`src/rtl/riscboy_ppu_lcd_seq.sv`:
```
// Command-list sequencer for the PPU LCD shifter path.
// Walks a 16-bit command list held in a 1-cycle-latency sync memory and pushes
// command bytes / pixel data into the pixel FIFO write side. Owns lcd_cs,
// lcd_dc and lcd_shamt, and only retargets dc/shamt once the shifter path
// (FIFO plus shifter) has fully drained.
module riscboy_ppu_lcd_seq #(
  parameter int W_ADDR  = 8,
  parameter int W_SHAMT = 5
) (
  input  logic               clk,
  input  logic               rst,
  input  logic               start,
  input  logic               abort,
  input  logic [W_ADDR-1:0]  list_base,
  output logic               busy,
  output logic               done,
  output logic               err,
  output logic [W_ADDR-1:0]  mem_addr,
  output logic               mem_ren,
  input  logic [15:0]        mem_rdata,
  output logic [15:0]        pxfifo_wdata,
  output logic               pxfifo_wen,
  input  logic               pxfifo_full,
  input  logic               pxfifo_empty,
  input  logic               tx_busy,
  output logic               lcd_cs,
  output logic               lcd_dc,
  output logic [W_SHAMT-1:0] lcd_shamt
);

  typedef enum logic [3:0] {
    IDLE, FETCH, RDWAIT, DECODE, DRAIN, PUSH, FETCH2, RDWAIT2, DELAY, FLUSH
  } state_t;

  typedef enum logic [2:0] {
    OP_CMD   = 3'b000,
    OP_DAT8  = 3'b001,
    OP_DAT16 = 3'b010,
    OP_DELAY = 3'b011,
    OP_END   = 3'b111
  } opcode_t;

  localparam logic [W_SHAMT-1:0] SH8  = W_SHAMT'(8);
  localparam logic [W_SHAMT-1:0] SH16 = W_SHAMT'(16);

  state_t              state;
  logic [W_ADDR-1:0]   ptr;
  logic [15:0]         cmd;
  logic [12:0]         dly;
  logic                req_dc;
  logic                req_sh16;
  logic                abort_pend;

  logic                drained;
  opcode_t             op;
  logic                dec_dc;
  logic [W_SHAMT-1:0]  dec_sh;

  assign drained = pxfifo_empty && !tx_busy;
  assign op      = opcode_t'(cmd[15:13]);
  assign dec_dc  = (op != OP_CMD);
  assign dec_sh  = (op == OP_DAT16) ? SH16 : SH8;

  // The push strobe depends on the live full flag so a push can never land on
  // a full FIFO; read strobe and address follow the fetch states directly.
  assign mem_ren    = (state == FETCH) || (state == FETCH2);
  assign mem_addr   = ptr;
  assign pxfifo_wen = (state == PUSH) && !pxfifo_full;

  // Sequencer state, list pointer and registered panel-control outputs.
  always_ff @(posedge clk or posedge rst) begin
    if (rst) begin
      state        <= IDLE;
      ptr          <= '0;
      cmd          <= '0;
      dly          <= '0;
      req_dc       <= 1'b1;
      req_sh16     <= 1'b1;
      abort_pend   <= 1'b0;
      busy         <= 1'b0;
      done         <= 1'b0;
      err          <= 1'b0;
      pxfifo_wdata <= '0;
      lcd_cs       <= 1'b1;
      lcd_dc       <= 1'b1;
      lcd_shamt    <= SH16;
    end else begin
      done <= 1'b0;
      case (state)
        IDLE: begin
          if (start && !abort) begin
            ptr        <= list_base;
            err        <= 1'b0;
            busy       <= 1'b1;
            lcd_cs     <= 1'b0;
            abort_pend <= 1'b0;
            state      <= FETCH;
          end
        end
        FETCH: begin
          ptr   <= ptr + W_ADDR'(1);
          state <= abort ? FLUSH : RDWAIT;
        end
        RDWAIT: begin
          cmd   <= mem_rdata;
          state <= abort ? FLUSH : DECODE;
        end
        DECODE: begin
          if (abort) begin
            state <= FLUSH;
          end else begin
            case (op)
              OP_CMD, OP_DAT8, OP_DAT16: begin
                req_dc       <= dec_dc;
                req_sh16     <= (op == OP_DAT16);
                pxfifo_wdata <= {cmd[7:0], 8'h00};
                if (lcd_dc == dec_dc && lcd_shamt == dec_sh)
                  state <= (op == OP_DAT16) ? FETCH2 : PUSH;
                else
                  state <= DRAIN;
              end
              OP_DELAY: begin
                if (cmd[12:0] == 13'd0) begin
                  state <= FETCH;
                end else begin
                  dly   <= cmd[12:0] - 13'd1;
                  state <= DELAY;
                end
              end
              OP_END: state <= FLUSH;
              default: begin
                err   <= 1'b1;
                state <= FLUSH;
              end
            endcase
          end
        end
        DRAIN: begin
          if (abort) begin
            state <= FLUSH;
          end else if (drained) begin
            lcd_dc    <= req_dc;
            lcd_shamt <= req_sh16 ? SH16 : SH8;
            state     <= req_sh16 ? FETCH2 : PUSH;
          end
        end
        // An abort seen while stalled on a full FIFO is remembered so the
        // pending entry is still pushed before the list is wound down.
        PUSH: begin
          if (!pxfifo_full)
            state <= (abort || abort_pend) ? FLUSH : FETCH;
          else if (abort)
            abort_pend <= 1'b1;
        end
        FETCH2: begin
          ptr   <= ptr + W_ADDR'(1);
          state <= abort ? FLUSH : RDWAIT2;
        end
        RDWAIT2: begin
          pxfifo_wdata <= mem_rdata;
          state        <= abort ? FLUSH : PUSH;
        end
        DELAY: begin
          if (abort)
            state <= FLUSH;
          else if (dly == 13'd0)
            state <= FETCH;
          else
            dly <= dly - 13'd1;
        end
        FLUSH: begin
          if (drained) begin
            lcd_cs <= 1'b1;
            busy   <= 1'b0;
            done   <= 1'b1;
            state  <= IDLE;
          end
        end
        default: state <= IDLE;
      endcase
    end
  end

endmodule
```
`config.mk`:
```
export PLATFORM = sky130hd
export DESIGN_NAME = riscboy_ppu_lcd_seq
export DESIGN_NICKNAME = d
export VERILOG_FILES = /design/src/rtl/riscboy_ppu_lcd_seq.sv
export SDC_FILE = /design/constraint.sdc
export NUM_CORES = 1
export LEC_CHECK = 0
export CAP_MARGIN = 20
export CORE_UTILIZATION = 50
export CTS_BUF_LIST = sky130_fd_sc_hd__clkbuf_2
export DETAILED_ROUTE_END_ITERATION = 10
export DONT_BUFFER_PORTS = 1
export GPL_TIMING_DRIVEN = 1
export PLACE_DENSITY = 0.61
export SYNTH_ARGS = -nofsm -noshare
export SYNTH_HDL_FRONTEND = slang
export SYNTH_SLANG_ARGS = --single-unit
```
`constraint.sdc`:
```
create_clock -name clk -period 3.3 [get_ports clk]
set_input_delay 0.99 -clock clk [delete_from_list [all_inputs] [get_ports clk]]
set_output_delay 0.99 -clock clk [all_outputs]
set_load 0.1 [all_outputs]
```
==> results of run 1 <==
==> cell families (layout without fill, tap and decap cells) <==
family | count (synthesis) | count (layout) | share of synthesized area
AO/OA/AOI/OAI | 119 | 119 | 0.206
XOR/XNOR | 3 | 3 | 0.00695
adder cells (fa/ha/maj) | 2 | 2 | 0.00662
buffers and inverters | 42 | 42 | 0.0526
flip-flops | 67 | 67 | 0.445
multiplexers | 30 | 30 | 0.0844
other | 1 | 3 | 0.000992
AND/OR/NAND/NOR | 147 | 147 | 0.197
==> through the flow <==
step | utilization | hold slack, ns | area [um^2] | instances | total power (uW)
finish | 0.549 | 0.538 | 4000 | 512 | 4080
CTS | 0.548 | 0.524 | 4000 | 512 | 4100
global route | 0.549 | 0.514 | 4000 | 512 | 4380
floorplan | - | 0.463 | 3790 | 413 | 3240
detailed placement | 0.534 | 0.498 | 3890 | 496 | 3640
global placement | 0.534 | 0.496 | 3890 | 496 | 3600
==> placed cells by master, fill, tap and decap left out, types with 3 or more instances in the layout <==
cell type,netlist,layout
nand2b_1,4,4
o22ai_1,3,3
inv_6,0,3
nand2_1,49,49
and3_1,7,7
o21ai_0,42,42
nor2_1,35,35
dfstp_2,5,5
inv_1,11,10
o221ai_1,3,3
o221a_2,3,3
mux2i_1,15,15
o2111ai_1,4,4
dfrtp_1,62,61
o22a_1,3,3
a31oi_1,4,4
nand3_1,10,10
a22o_1,8,8
conb_1,1,3
buf_4,4,15
a211oi_1,5,5
a21oi_1,22,21
nor4_1,6,6
mux2_2,15,15
a21o_1,4,4
nor3_1,13,12
clkbuf_2,1,9
==> how the worst min path moves through the flow <==
stage                       startpoint              end  slack, ns  cells past startpoint
after global routing      mem_rdata[0]  pxfifo_wdata[0]       0.51                      1
after global placement      abort_pend       abort_pend       0.50                      2
after detailed placement    abort_pend       abort_pend       0.50                      2
final                              rst     lcd_shamt[3]       0.54                      2
after CTS                 mem_rdata[4]  pxfifo_wdata[4]       0.52                      1
after floorplan             abort_pend       abort_pend       0.46                      2
==> flip-flops by register name (all words and copies together) (netlist names) <==
signal,count
dly,13
abort_pend,1
state,4
done,1
lcd_dc,1
mem_addr,8
lcd_shamt,2
err,1
req_sh16,1
req_dc,1
lcd_cs,1
busy,1
pxfifo_wdata,16
cmd,16
==> routing by layer <==
metal  up-vias  track usage
met1      1531        0.330
met2       115        0.395
met5         -            0
li1       1504            -
met3        18       0.0619
met4         0       0.0880
==> power by group through the flow <==
stage	Combinational (uW)	Clock, uW	Sequential, uW
finish	1490	459	2130
CTS	1490	478	2130
global route	1680	510	2190
detailed placement	1490	0	2150
global placement	1460	0	2140
floorplan	1200	0	2040
==> synth_stat cells (all sizes together) (4+ instances only) <==
library cell   n  share of area
dfrtp         62           0.41
nand2         49          0.049
o21ai         42          0.056
nor2          36          0.038
a21oi         22          0.029
clkbuf        17          0.017
mux2          15          0.045
mux2i         15          0.040
buf           14          0.024
nor3          14          0.020
inv           11          0.011
nand3         10          0.013
a22o           8          0.019
and3           7          0.012
nor4           6         0.0099
a211oi         5         0.0099
dfstp          5          0.035
a21o           4         0.0079
a31oi          4         0.0066
nand2b         4         0.0066
nor4b          4          0.013
o2111ai        4         0.0093
==> repair_timing <==
item                       CTS  global route
setup endpoints to repair    0             1
hold buffers                 0             0
gates resized for setup      0             1
==> final cells by class <==
cell class	count	area, um^2
inverter	11	41.3
multi-input combinational	304	1930
timing repair buffer	15	113
tap	99	124
fill	687	3290
clock inverter	7	58.8
sequential	67	1680
clock buffer	9	45.0
==> impl_metrics.py, run 1 <==
metrics = {
    "floorplan": {
        "die-area_mm2": 0.00791,
        "pin_count": 67,
        "rows": 31,
        "design.core.area_mm2": 0.00729,
        "die_h_um": 88.9,
        "start_util": 0.518,
        "chipWidth_um": 88.9,
    },
    "cells_and_area": {
        "syn_to_final_growth_pct": 5.83,
        "drive_gt1_frac": 0.162,
        "nNetsFinal": 441,
        "antenna_cells": 0,
    },
    "timing": {
        "rsz0062_at_grt": "no",
        "fin_tns_setup_ns": 0,
        "timing.fmax_mhz": 319,
        "slew_headroom": 0.357,
        "fin_skew_ns": 0.0208,
        "slew_violations": 0,
        "setup_viol": 0,
        "setup_ws_ns": 0.163,
        "worst_pin_slew_ns": 0.964,
        "hold_viol": 0,
        "fin_crit_sh": 0.951,
        "fin_crit_ns": 3.14,
    },
    "synthesis": {
        "avgSynthCellArea_um2": 9.20,
        "synthDistinctLibCells": 62,
        "synth_edf_count": 0,
        "yosys_warnings": 0,
        "ys_seq_elements": 67,
        "syn-instance-count": 411,
        "synth_area_mm2": 0.00378,
        "synth_seq_area_share": 0.445,
        "async_reset_ff_frac": 1.00,
        "synthFlopType": "dfrtp_1",
    },
    "grt": {
        "grt.total_usage": 0.248,
        "grt_pass1_wl_um": 14900,
        "grt_pass1_vias": 2903,
        "grt_remaining_overflow": 0,
        "grt_start_max_net_pins": 68,
        "antenna_found_initial": 0,
    },
    "critical_path": {
        "crit_start": "state[1]",
        "cp_data_required_time_ns": 2.31,
        "critPathSlowestCell": "or3b_2",
        "cp_top_family": "simple AND/OR/NAND/NOR gates",
        "crit_chain": "or3b_2 > a21oi_4 > buf_4",
        "ff2ff_path_depth": 7,
        "critPathKind": "reg -> out",
        "worstSetupStartpointType": "flop",
        "reg2reg_from": "state[1]",
        "max_stage_delay_ns": 0.57,
        "arrival_ns": 2.15,
        "r2r-end": "dly[10]",
        "cp.depth": 3,
        "crit_path_end_kind": "output pin",
        "regToRegSetupSlack_ns": 0.61,
        "path_buf_inv": 1,
        "worst-path-max-fanout": 13,
        "endpoint": "mem_ren",
    },
    "detailed_routing": {
        "wirelength_um": 9060,
        "postRouteAntennaNets": 0,
        "num_vias": 3168,
        "drc": 0,
        "drtIter0Drc": 184,
        "route.met3.wl_um": 518,
        "viasPerCell": 6.19,
        "wl_per_cell_um": 17.7,
        "top_layer_used": "met4",
        "met1Wirelength_um": 4070,
        "wl_met2_um": 4280,
        "drt_pass1_iterations": 5,
    },
    "clocking": {
        "clk_latency_ns": 0.53,
        "cts.clk_slew.worst_paths_ns": 0.22,
        "cts_tree": "built",
        "root_buffer": "clkbuf_2",
        "cts.sinks": 67,
        "clock_path_buffers": 2,
        "numCtsBuffers": 9,
        "postCtsSetupBuffers": 0,
        "cts.htree.levels": 3,
    },
    "power_and_ir_drop": {
        "clockPowerShare": 0.112,
        "p_switching_uw": 2260,
        "ir_drop_mv": 0.441,
        "intPower_uw": 1820,
        "p_comb_frac": 0.365,
        "seqPwrFrac": 0.522,
        "p_leak_uw": 0.00170,
        "power_density_mw_per_mm2": 1020,
        "switching_share": 0.553,
    },
    "placed_design": {
        "dp_hpwl_um": 6300,
        "gp_congestion": 0.878,
        "io_buffer_count": 0,
        "preCtsSetupSlack_ns": 0.672,
    },
    "job": {
        "maxCapViolCount": 0,
    },
    "hold_path": {
        "min_path_type": "in -> async",
    },
    "outcome": {
        "status": "finished clean",
    },
}
Power figures use the tool's default switching activity.
==> run 2, diff against run 1 <==
--- a/config.mk
+++ b/config.mk
@@ -11,7 +11,9 @@
 export DETAILED_ROUTE_END_ITERATION = 10
 export DONT_BUFFER_PORTS = 1
 export GPL_TIMING_DRIVEN = 1
+export MAX_ROUTING_LAYER = met4
 export PLACE_DENSITY = 0.61
+export RECOVER_POWER = 50
 export SYNTH_ARGS = -nofsm -noshare
 export SYNTH_HDL_FRONTEND = slang
 export SYNTH_SLANG_ARGS = --single-unit
==> constraint.sdc (replaced) <==
create_clock -name clk -period 3.3 [get_ports clk]
set_input_delay 0.66 -clock clk [delete_from_list [all_inputs] [get_ports clk]]
set_output_delay 0.66 -clock clk [all_outputs]
set_load 0.1 [all_outputs]
==> run 2 against run 1 <==
Global-route usage grew 1.5 points; clock power up 15%; register-to-register slack worse by 0.17 ns; die area is the same.
==> impl_metrics.py, run 2 (synthesized netlist as in run 1, its figures left out) <==
metrics = {
    "outcome": {
        "status": "finished clean",
    },
    "clocking": {
        "ctsHoldBuffers": 0,
        "postCtsSetupBuffers": 0,
        "clk_latency_ns": 0.52,
        "cts.htree.levels": 3,
        "cts.clk_slew.worst_paths_ns": 0.23,
        "cts_resized": 0,
        "numCtsBuffers": 9,
        "clock_path_buffers": 2,
        "cts_tree": "built",
        "cts.sinks": 67,
        "root_buffer": "clkbuf_2",
    },
    "floorplan": {
        "pin_count": 67,
        "die_h_um": 88.9,
        "design.core.area_mm2": 0.00729,
        "die-area_mm2": 0.00791,
        "rows": 31,
        "start_util": 0.518,
        "chipWidth_um": 88.9,
    },
    "job": {
        "maxCapViolCount": 0,
    },
    "timing": {
        "setup_viol": 0,
        "fin_crit_sh": 0.886,
        "timing.fmax_mhz": 342,
        "hold_viol": 0,
        "fin_tns_setup_ns": 0,
        "worst_pin_slew_ns": 1.26,
        "rsz0062_at_grt": "no",
        "hold_slack_ns": 0.249,
        "fin_skew_ns": 0.0325,
        "slew_headroom": 0.158,
        "slew_violations": 0,
        "setup_ws_ns": 0.377,
        "fin_crit_ns": 2.92,
    },
    "grt": {
        "grt.total_usage": 0.262,
        "grt_pass1_wl_um": 15200,
        "gr-usage-met3": 0.0489,
        "grt_pass1_vias": 3008,
        "grt-busiest-layer": "met2",
        "gr-usage-met1": 0.345,
        "grt_start_max_net_pins": 36,
        "grt_use_met2": 0.398,
        "antenna_found_initial": 0,
        "grt_remaining_overflow": 0,
    },
    "power_and_ir_drop": {
        "ir_drop_mv": 0.462,
        "intPower_uw": 1910,
        "power_density_mw_per_mm2": 1040,
        "p_comb_frac": 0.415,
        "seqPwrFrac": 0.458,
        "p_leak_uw": 0.00170,
        "clockPowerShare": 0.127,
        "p_switching_uw": 2260,
        "switching_share": 0.542,
        "totalPowerFinal_uw": 4180,
    },
    "detailed_routing": {
        "wl_per_cell_um": 17.9,
        "drt_pass1_iterations": 4,
        "viasPerCell": 6.12,
        "num_vias": 3156,
        "wirelength_um": 9230,
        "drc": 0,
        "postRouteAntennaNets": 0,
        "drtIter0Drc": 173,
    },
    "cells_and_area": {
        "n_fill_cell": 719,
        "nNetsFinal": 445,
        "layout_commonest_cell": "dfrtp_1",
        "top_regs": "cmd x16, pxfifo_wdata x16, dly x13",
        "layout_common_cells": "dfrtp_1 (62), nand2_1 (49), o21ai_0 (42), nor2_1 (35), a21oi_1 (21)",
        "seqCellArea_mm2": 0.00168,
        "fin_cells": 516,
        "antenna_cells": 0,
        "syn_to_final_growth_pct": 6.16,
        "multi_input_area_mm2": 0.00191,
        "drive_gt1_frac": 0.149,
    },
    "placed_design": {
        "io_buffer_count": 0,
        "place_inst": 500,
        "dp_hpwl_um": 6530,
        "gp_congestion": 0.896,
        "preCtsSetupSlack_ns": 0.506,
    },
    "critical_path": {
        "ff2ff_path_depth": 7,
        "critPathKind": "reg -> out",
        "worst-path-max-fanout": 14,
        "cp_data_required_time_ns": 2.64,
        "worstSetupStartpointType": "flop",
        "arrival_ns": 2.26,
        "crit_path_end_kind": "output pin",
    },
    "hold_path": {
        "min_path_type": "in -> reg",
        "holdPathStages": 1,
    },
}
[run 2: worst max-delay path: stages (launching register included)]
cell and delay, ns:
dfrtp_1 0.61, clkbuf_1 0.38, nand3b_1 0.21, a21oi_4 0.19
buf_4 0.37
[run 2: path summary, 6_finish.rpt]
kind / startpoint / end / slack (ns)
worst min register to register: abort_pend / abort_pend / 0.55
worst min-delay path: mem_rdata[7] / pxfifo_wdata[7] / 0.25
worst max register to register: state[1] / dly[4] / 0.44
min in group asynchronous: rst / cmd[7] / 0.34
worst max-delay path: state[1] / mem_ren / 0.38
max in group asynchronous: rst / dly[5] / 1.23
[run 2: final cells by class]
class	instances	area share
clock buffer	9	0.0112
clock inverter	7	0.0206
inverter	11	0.0103
multi-input combinational	304	0.477
sequential	67	0.419
tap	99	0.0309
timing repair buffer	19	0.0309
[run 2: power by group through the flow]
stage | Sequential, uW | Combinational (uW) | Clock, uW
CTS | 1910 | 1750 | 547
global placement | 1930 | 1710 | 0
detailed placement | 1930 | 1750 | 0
finish | 1910 | 1730 | 530
floorplan | 2040 | 1200 | 0
global route | 1960 | 1910 | 576
[run 2: routing by layer]
| layer | vias to the layer above | routed length, um |
|---|---|---|
| met5 | - | 0 |
| met4 | 0 | 112 |
| met3 | 10 | 447 |
| met2 | 99 | 4470 |
| met1 | 1543 | 4200 |
| li1 | 1504 | - |
[run 2: through the flow]
step	area (um^2)	util
after floorplan	3790	-
after global placement	3930	0.538
after detailed placement	3930	0.538
after CTS	4050	0.556
after global routing	4010	0.550
final	4010	0.550
==> run 3, diff against run 2 <==
--- a/config.mk
+++ b/config.mk
@@ -5,6 +5,7 @@
 export SDC_FILE = /design/constraint.sdc
 export NUM_CORES = 1
 export LEC_CHECK = 0
+export ABC_CLOCK_PERIOD_IN_PS = 3300
 export CAP_MARGIN = 20
 export CORE_UTILIZATION = 50
 export CTS_BUF_LIST = sky130_fd_sc_hd__clkbuf_2
==> constraint.sdc (replaced) <==
create_clock -name clk -period 3.3 [get_ports clk]
set_input_delay 0.66 -clock clk [delete_from_list [all_inputs] [get_ports clk]]
set_output_delay 0.66 -clock clk [all_outputs]
set_load 0.02 [all_outputs]
==> run 3 against run 2 <==
Flip-flop and latch count is the same; critical path depth is the same; critical endpoint is now pxfifo_wen; largest power group unchanged; worst hold slack gained 0.0039 ns; clock power grew 12%; critical path type unchanged; worst setup slack lost 0.090 ns; first-iteration DRC count shrank 2.9%; highest routed layer unchanged; via count shrank 1.6%; register-to-register slack lost 0.04 ns; sequential power shrank 15%.
==> impl_metrics.py, run 3 (synthesized netlist as in run 1, its figures left out) <==
metrics = {
    "power_and_ir_drop": {
        "clockPowerShare": 0.166,
        "p_switching_uw": 1610,
        "seqPwrFrac": 0.456,
        "p_leak_uw": 0.00169,
        "p_comb_frac": 0.377,
        "intPower_uw": 1960,
        "power_density_mw_per_mm2": 895,
        "ir_drop_mv": 0.496,
        "switching_share": 0.452,
    },
    "hold_path": {
        "min_path_type": "in -> reg",
    },
    "outcome": {
        "status": "finished clean",
    },
    "clocking": {
        "postCtsSetupBuffers": 0,
        "cts_tree": "built",
        "cts.clk_slew.worst_paths_ns": 0.22,
        "numCtsBuffers": 9,
        "cts_resized": 0,
        "root_buffer": "clkbuf_2",
        "cts.htree.levels": 3,
        "clk_latency_ns": 0.52,
        "cts.sinks": 67,
        "clock_path_buffers": 2,
    },
    "timing": {
        "timing.fmax_mhz": 332,
        "worst_pin_slew_ns": 1.33,
        "setup_viol": 0,
        "fin_skew_ns": 0.0296,
        "hold_slack_ns": 0.253,
        "fin_tns_setup_ns": 0,
        "fin_crit_ns": 3.01,
        "slew_headroom": 0.116,
        "hold_viol": 0,
        "rsz0062_at_grt": "no",
        "fin_crit_sh": 0.913,
        "slew_violations": 0,
    },
    "cells_and_area": {
        "fin_util": 0.547,
        "nNetsFinal": 440,
        "top_regs": "cmd x16, pxfifo_wdata x16, dly x13",
        "layout_common_cells": "dfrtp_1 (62), nand2_1 (49), o21ai_0 (42), nor2_1 (35), a21oi_1 (22)",
        "fin_cells": 511,
        "postLayoutCellArea_mm2": 0.00399,
        "antenna_cells": 0,
        "drive_gt1_frac": 0.133,
        "syn_to_final_growth_pct": 5.49,
        "layout_commonest_cell": "dfrtp_1",
    },
    "floorplan": {
        "rows": 31,
        "die-area_mm2": 0.00791,
        "pin_count": 67,
        "die_h_um": 88.9,
        "chipWidth_um": 88.9,
        "design.core.area_mm2": 0.00729,
        "start_util": 0.518,
    },
    "placed_design": {
        "gp_congestion": 0.955,
        "place_inst": 494,
        "dp_hpwl_um": 6460,
        "io_buffer_count": 0,
        "place_area_mm2": 0.00386,
    },
    "critical_path": {
        "worstSetupStartpointType": "flop",
        "crit_path_end_kind": "output pin",
        "crit_chain": "clkbuf_1 > nor2b_1 > nand2_1 > nor3_1",
        "worst-path-max-fanout": 20,
        "critPathKind": "reg -> out",
        "max_stage_delay_ns": 0.52,
        "critPathSlowestCell": "nor3_1",
        "cp_data_required_time_ns": 2.64,
        "arrival_ns": 2.35,
    },
    "detailed_routing": {
        "drc": 0,
        "viasPerCell": 6.08,
        "num_vias": 3107,
        "wl_per_cell_um": 17.9,
        "postRouteAntennaNets": 0,
        "wirelength_um": 9160,
        "drtIter0Drc": 168,
        "drt_pass1_iterations": 5,
    },
    "grt": {
        "grt.total_usage": 0.262,
        "grt_remaining_overflow": 0,
        "grt_start_max_net_pins": 36,
        "grt_pass1_wl_um": 15100,
        "grt_pass1_vias": 3076,
        "antenna_found_initial": 0,
    },
    "job": {
        "maxCapViolCount": 0,
    },
}
==> run 3: cell count changes in the layout (fill, tap and decap cells not counted), sizes merged <==
cell,change
inv,-1
clkinvlp,-2
bufinv,+1
clkbuf,+1
clkinv,+1
dlygate4sd3,+1
buf,-6
==> run 3: final timing paths <==
kind                         startpoint               to  slack (ns)  depth (start not counted)
min                        mem_rdata[4]  pxfifo_wdata[4]        0.25                          1
max reg2reg                    state[3]           dly[9]        0.40                          6
max                            state[3]       pxfifo_wen        0.29                          4
min reg2reg                  abort_pend       abort_pend        0.55                          2
max in group asynchronous           rst           dly[0]        0.85                          3
min in group asynchronous           rst  pxfifo_wdata[4]        0.73                          2
==> run 3: power by group through the flow <==
stage / registers, uW / logic, uW / clock network [uW]
floorplan: 1500 / 1130 / 0
global placement: 1640 / 1330 / 0
detailed placement: 1650 / 1360 / 0
CTS: 1630 / 1360 / 614
global route: 1680 / 1520 / 647
finish: 1630 / 1350 / 594
==> run 3: cell type report <==
type                    count  area (um^2)
inverters                  11         41.3
well taps                  99          124
clock buffers              10         50.0
repair buffers             14         88.8
clock inverters             6         95.1
multi-input cells         304         1910
fillers                   704         3300
flip-flops and latches     67         1680
==> run 3: critical path: cells and delay by family (launching register included) <==
family                 cells  cell delay (ns)
flip-flops                 1             0.44
AND/OR/NAND/NOR            3             1.04
buffers and inverters      1             0.37
==> run 3: layer usage <==
| layer | global-route usage | up-vias | wire length (um) |
|---|---|---|---|
| met5 | - | - | 0 |
| met4 | 0.0938 | 0 | 155 |
| met3 | 0.0536 | 15 | 461 |
| met2 | 0.428 | 86 | 4460 |
| met1 | 0.323 | 1507 | 4080 |
| li1 | - | 1499 | - |
==> run 3: what timing repair did <==
item / in CTS / in global routing
setup endpoints to repair: 0 / 0
hold buffers: 1 / 0
hold endpoints to repair: 18 / 0
==> run 3: stage by stage <==
| step | setup WS [ns] | total power, uW |
|---|---|---|
| floorplan | 0.645 | 2630 |
| global placement | 0.754 | 2970 |
| detailed placement | 0.623 | 3000 |
| CTS | 0.321 | 3600 |
| global route | 0.0804 | 3850 |
| finish | 0.287 | 3570 |
